File: src/rtl/residue_select_serializer_if.sv
// Request/response bundle between the residue source, the selector/serializer
// and the converter core.
interface residue_select_serializer_if #(
    parameter int WIDTH  = 8,
    parameter int NUM_CH = 7,
    parameter int SEL_W  = 3
);
    logic [NUM_CH*WIDTH-1:0] in_bus;
    logic                    in_valid;
    logic                    in_ready;
    logic                    mode;
    logic [SEL_W-1:0]        sel;
    logic [WIDTH-1:0]        out_data;
    logic [SEL_W-1:0]        out_ch;
    logic                    out_valid;
    logic                    out_ready;
    logic                    out_last;
    logic                    busy;

    modport master (
        output in_bus, in_valid, mode, sel, out_ready,
        input  in_ready, out_data, out_ch, out_valid, out_last, busy
    );

    modport slave (
        input  in_bus, in_valid, mode, sel, out_ready,
        output in_ready, out_data, out_ch, out_valid, out_last, busy
    );
endinterface

File: src/rtl/residue_select_serializer.sv
// Registered residue-channel selector: emits one chosen channel (direct) or
// snapshots every channel and streams them 1..NUM_CH (scan).
module residue_select_serializer #(
    parameter int WIDTH  = 8,
    parameter int NUM_CH = 7,
    parameter int SEL_W  = 3
) (
    input logic                       clk,
    input logic                       rst_n,
    residue_select_serializer_if.slave bus
);
    typedef enum logic [1:0] {IDLE, DIRECT, SCAN} state_t;

    state_t                  state;
    logic [SEL_W-1:0]        cnt;
    logic [NUM_CH*WIDTH-1:0] snap_q;
    logic [WIDTH-1:0]        data_q;
    logic [SEL_W-1:0]        ch_q;
    logic                    valid_q;
    logic                    last_q;

    logic                    accept;
    logic                    fire;
    logic                    sel_ok;
    logic [SEL_W-1:0]        cnt_nxt;

    // Out-of-range channel numbers (including 0) yield the null residue.
    function automatic logic [WIDTH-1:0] pick(input logic [NUM_CH*WIDTH-1:0] vec,
                                              input logic [SEL_W-1:0]        k);
        pick = '0;
        for (int i = 1; i <= NUM_CH; i++) begin
            if (k == SEL_W'(i)) pick = vec[(i-1)*WIDTH +: WIDTH];
        end
    endfunction

    assign bus.in_ready  = !valid_q || (bus.out_ready && last_q);
    assign accept        = bus.in_valid && bus.in_ready;
    assign fire          = valid_q && bus.out_ready;
    assign sel_ok        = (bus.sel != '0) && (bus.sel <= SEL_W'(NUM_CH));
    assign cnt_nxt       = cnt + SEL_W'(1);

    assign bus.out_data  = data_q;
    assign bus.out_ch    = ch_q;
    assign bus.out_valid = valid_q;
    assign bus.out_last  = last_q;
    assign bus.busy      = (state != IDLE);

    // NOTE: state registers use non-blocking assignments so every flop samples
    // pre-edge values regardless of statement order.
    always_ff @(posedge clk or negedge rst_n) begin
        if (!rst_n) begin
            state   <= IDLE;
            cnt     <= '0;
            // NOTE: the snapshot is cleared on reset so an aborted scan leaves no
            // stale residues behind.
            snap_q  <= '0;
            data_q  <= '0;
            ch_q    <= '0;
            valid_q <= 1'b0;
            last_q  <= 1'b0;
        end else if (accept) begin
            // Accept is only possible when idle or when the final beat fires,
            // so a new request always replaces the current one outright.
            valid_q <= 1'b1;
            if (!bus.mode) begin
                state  <= DIRECT;
                cnt    <= '0;
                data_q <= sel_ok ? pick(bus.in_bus, bus.sel) : '0;
                ch_q   <= sel_ok ? bus.sel : '0;
                last_q <= 1'b1;
            end else begin
                state  <= SCAN;
                snap_q <= bus.in_bus;
                cnt    <= SEL_W'(1);
                data_q <= pick(bus.in_bus, SEL_W'(1));
                ch_q   <= SEL_W'(1);
                last_q <= (NUM_CH == 1);
            end
        end else if (fire) begin
            if (last_q) begin
                state   <= IDLE;
                valid_q <= 1'b0;
            end else begin
                cnt    <= cnt_nxt;
                data_q <= pick(snap_q, cnt_nxt);
                ch_q   <= cnt_nxt;
                last_q <= (cnt_nxt == SEL_W'(NUM_CH));
            end
        end
    end
endmodule

File: src/flat_wrapper.sv
// flat-port wrapper written by rule: the top's interface ports become plain ports
module residue_select_serializer_flat 
#(
    parameter int WIDTH  = 8,
    parameter int NUM_CH = 7,
    parameter int SEL_W  = 3
)
  (clk, rst_n, bus_in_bus, bus_in_valid, bus_mode, bus_sel, bus_out_ready, bus_in_ready, bus_out_data, bus_out_ch, bus_out_valid, bus_out_last, bus_busy);
  residue_select_serializer_if #(.WIDTH(WIDTH), .NUM_CH(NUM_CH), .SEL_W(SEL_W)) bus_i ();
  input logic clk;
  input logic rst_n;
  input wire logic [$bits(bus_i.in_bus)-1:0] bus_in_bus;
  input wire logic [$bits(bus_i.in_valid)-1:0] bus_in_valid;
  input wire logic [$bits(bus_i.mode)-1:0] bus_mode;
  input wire logic [$bits(bus_i.sel)-1:0] bus_sel;
  input wire logic [$bits(bus_i.out_ready)-1:0] bus_out_ready;
  output wire logic [$bits(bus_i.in_ready)-1:0] bus_in_ready;
  output wire logic [$bits(bus_i.out_data)-1:0] bus_out_data;
  output wire logic [$bits(bus_i.out_ch)-1:0] bus_out_ch;
  output wire logic [$bits(bus_i.out_valid)-1:0] bus_out_valid;
  output wire logic [$bits(bus_i.out_last)-1:0] bus_out_last;
  output wire logic [$bits(bus_i.busy)-1:0] bus_busy;
  assign bus_i.in_bus = bus_in_bus;
  assign bus_i.in_valid = bus_in_valid;
  assign bus_i.mode = bus_mode;
  assign bus_i.sel = bus_sel;
  assign bus_i.out_ready = bus_out_ready;
  assign bus_in_ready = bus_i.in_ready;
  assign bus_out_data = bus_i.out_data;
  assign bus_out_ch = bus_i.out_ch;
  assign bus_out_valid = bus_i.out_valid;
  assign bus_out_last = bus_i.out_last;
  assign bus_busy = bus_i.busy;
  residue_select_serializer #(.WIDTH(WIDTH), .NUM_CH(NUM_CH), .SEL_W(SEL_W)) u_core (.clk(clk), .rst_n(rst_n), .bus(bus_i));
endmodule
File: config.mk
export PLATFORM = sky130hd
export DESIGN_NAME = residue_select_serializer_flat
export DESIGN_NICKNAME = d
export VERILOG_FILES = /design/src/rtl/residue_select_serializer_if.sv /design/src/rtl/residue_select_serializer.sv /design/src/flat_wrapper.sv
export SDC_FILE = /design/constraint.sdc
export NUM_CORES = 1
export LEC_CHECK = 0
export CORE_MARGIN = 3
export CORE_UTILIZATION = 59
export CTS_BUF_LIST = sky130_fd_sc_hd__clkbuf_4
export DETAILED_ROUTE_END_ITERATION = 7
export PLACE_DENSITY_LB_ADDON = 0.08
export SETUP_SLACK_MARGIN = 0.3
export SYNTH_ARGS = -nofsm -noshare
export SYNTH_HDL_FRONTEND = slang
export SYNTH_SLANG_ARGS = --single-unit
File: constraint.sdc
create_clock -name clk -period 4.52 [get_ports clk]
set_clock_uncertainty 0.2 [all_clocks]
set_input_delay 0.904 -clock clk [delete_from_list [all_inputs] [get_ports clk]]
set_output_delay 0.904 -clock clk [all_outputs]
set_load 0.02 [all_outputs]
==> impl_results.md <==
* R2R depth at 5
* I/O pin count at 79
* CTS Hold Bufs at 0
* Minimum clock period at 3.56 ns
* Post-synthesis async set-or-reset flop share at 100%
* Via count at 3669
* Fmax at 281 MHz
* Post-synthesis sequential area ratio at a little over two fifths
* Total CTS buffers at 9
* Final setup viols at 0
* Largest net degree at the start of global routing at 60
* Main area contributors after synthesis: dfrtp_1, mux2_2, mux2i_1, a21boi_0, o21ai_0
* Max Slew Vio Count at 0
* Multi-input gate area at approximately 2300 sq um
* Library cells used by synthesis at 51
* Top-area cell type share of the netlist area at 42.7%
* Synth Register Bits at between 70 and 80
* Final net count at about 550
* Ratio of cells with drive above 1 in the final layout at 19.3%
* Clk root buf: clkbuf_4
* DR pass1 iterations at 5
* Mean area per synthesized cell at 10.5 sq um
* Critical R2R Launch: u_core.cnt[0]$_DFFE_PN0P_
* RSZ-0062 raised after global routing: no
* Hold Path Class: flop to flop
* Final worst path period share at 78.8%
* Chip Width at 91.7 um
* DRC at 0
* Critical Path AT at 2.46 ns
* Crit path from: bus_out_ready
* Maxcap violations at 0
* Post-CTS sizing at 0
* Power Density at 522 nW/um^2
* GPL Wtd Cong at 0.878
* DRT antenna net count at 0
* Congestion Overflow GR at 0
* RR Endpoint: u_core.bus.out_data[2]$_DFFE_PN0P_
* Peak supply drop at 0.236 mV
* Drt wl/cell at ~20 um
* Most used DFF post-synth: dfrtp_1
* Average via count per standard cell at approximately 6.3
* Clock sinks at 74
* Die H at 91.7 um
* Relative slew slack at 29.7%
* Reg area at 1850 sq um
* YS warnings at 0
* Crit Path Category: primary input to output port
* Post-CTS Setup Inserts at 0
* Ant. Diodes at 0
* Setup_tns at 0 ns
* Cells after synthesis at 414
* H-tree depth at 3
* Syn nets at 483
* Critical Path Sink: bus_in_ready
* Initial antenna violation count at 0
* Total power at 0.00271 W
* Vias in the first global route at between 3000 and 4000
* Worst Tran Pin Value at 1.05 ns
* CTS Buffer Depth at 2
* Cell accounting for the most synthesized area: dfrtp_1
* Row cnt at 30
* Layout area overhead at 19.9%
* Die area at about 8400 sq um
* Initial DRC Count at approximately 330
* # fillers at 517
* Final hold violation count at 0
* Global-route wire length before repair at 18600 um
* Skew-Pair Late Insertion Delay at 0.43 ns
* Type of origin of the critical path: primary input
* Mapped cell area at 4330 sq um
* Status: finished clean
* Initial Utilization at 62.4%
* Detail Placement HPWL at 7850 um
* CTS tree: built
* Gr usage total at 28.2%
* Worst-path clk slew at between 0.1 and 0.15 ns
* CP Max Fanout at 12
* Worst Setup End Kind: output port
* Reg2Reg Setup Slack at between 1.5 and 2 ns
* Static leakage at 2.12 nW
* Input/output buffers at ~80
* Post-synth EDFFs at 0
* WP data required at 3.42 ns
* Wirelength, routed at 11700 um
* Core Region at between 6000 and 7000 sq um
## worst min-delay path by stage
stage | start | end | slack (ns) | cells past startpoint
floorplan | u_core.state[1]$_DFFE_PN0P_ | u_core.state[1]$_DFFE_PN0P_ | 0.24 | 2
global placement | u_core.state[0]$_DFFE_PN0P_ | u_core.state[0]$_DFFE_PN0P_ | 0.25 | 1
detailed placement | u_core.state[1]$_DFFE_PN0P_ | u_core.state[1]$_DFFE_PN0P_ | 0.26 | 2
CTS | u_core.state[1]$_DFFE_PN0P_ | u_core.state[1]$_DFFE_PN0P_ | 0.29 | 2
global route | rst_n | u_core.bus.out_ch[0]$_DFFE_PN0P_ | 0.31 | 2
finish | u_core.state[1]$_DFFE_PN0P_ | u_core.state[1]$_DFFE_PN0P_ | 0.28 | 2
## synthesized netlist by cell type (all sizes together), types with 2 or more instances
| cell | instances |
|---|---|
| and3 | 6 |
| nand2b | 16 |
| clkbuf | 15 |
| mux2i | 18 |
| a21boi | 17 |
| mux2 | 56 |
| inv | 6 |
| o221ai | 10 |
| ha | 5 |
| nor3 | 10 |
| nor3b | 7 |
| a221oi | 2 |
| a31oi | 6 |
| o32ai | 7 |
| o21ai | 29 |
| nand2 | 23 |
| o311ai | 7 |
| a21oi | 9 |
| nor2b | 15 |
| nor2 | 21 |
| dfrtp | 74 |
| or2 | 9 |
| o22ai | 16 |
| buf | 15 |
## cell usage in the layout (no fill, tap or decap), types with 16 or more instances in the layout
cell,instances
clkdlybuf4s50_1,76
nand2b_1,16
mux2_2,49
nor2_1,21
mux2i_1,18
dfrtp_1,74
o22ai_1,16
nand2_1,22
o21ai_0,22
## sequential cells by signal, indices dropped and copies added, names as in the netlist
| register | flops |
|---|---|
| u_core.bus.out_ch | 3 |
| u_core.bus.out_data | 8 |
| u_core.bus.out_last | 1 |
| u_core.bus.out_valid | 1 |
| u_core.cnt | 3 |
| u_core.snap_q | 56 |
| u_core.state | 2 |
## critical path, cell delays in order
cell             delay [ns]
clkdlybuf4s50_1        0.70
a21boi_2               0.14
inv_2                  0.11
clkdlybuf4s50_1        0.60
## layout make-up
class                           instances  share of cell area [%]
Sequential cell                        74                    35.6
Multi-Input combinational cell        304                    43.9
Clock buffer                            9                    1.30
Tap cell                               96                    2.31
Inverter                                6                   0.433
Timing Repair Buffer                   82                    15.4
Clock inverter                          7                    1.01
## layer usage
layer | vias to the layer above | track usage [%] | share of wire, %
met2 | 201 | 44.9 | 49
met4 | 0 | 9.90 | 2.3
met1 | 1793 | 37.0 | 40
li1 | 1651 | - | -
met3 | 24 | 7.79 | 8.7
met5 | - | 0 | 0
## kinds of logic after synthesis
group / after synthesis / share of synthesized area [%]
buffers and inverters: 36 / 4.59
AOI/OAI and AO/OA: 111 / 17.4
and+or+nand+nor: 112 / 14.0
adders and majority gates: 5 / 1.44
xor gates and xnor gates: 2 / 0.578
DFF: 74 / 42.7
muxes: 74 / 19.3
## metrics by stage
step	cell area (sq um)	utilization [%]	cells	worst slack (ns)	hold WS (ns)
2_1_floorplan	4330	-	414	2.20	0.238
3_3_place_gp	5080	73.1	562	1.02	0.254
3_5_place_dp	5080	73.1	562	0.979	0.257
4_1_cts	5200	74.9	578	0.978	0.287
5_1_grt	5200	74.9	578	0.894	0.308
6_report	5200	74.9	578	0.957	0.283
## power breakdown
part	switching, W	internal, W
Combinational	0.000617	0.000617
Sequential	0.000191	0.000918
Clock	0.000255	0.000115
No activity file was read; power rests on OpenSTA's default activity.
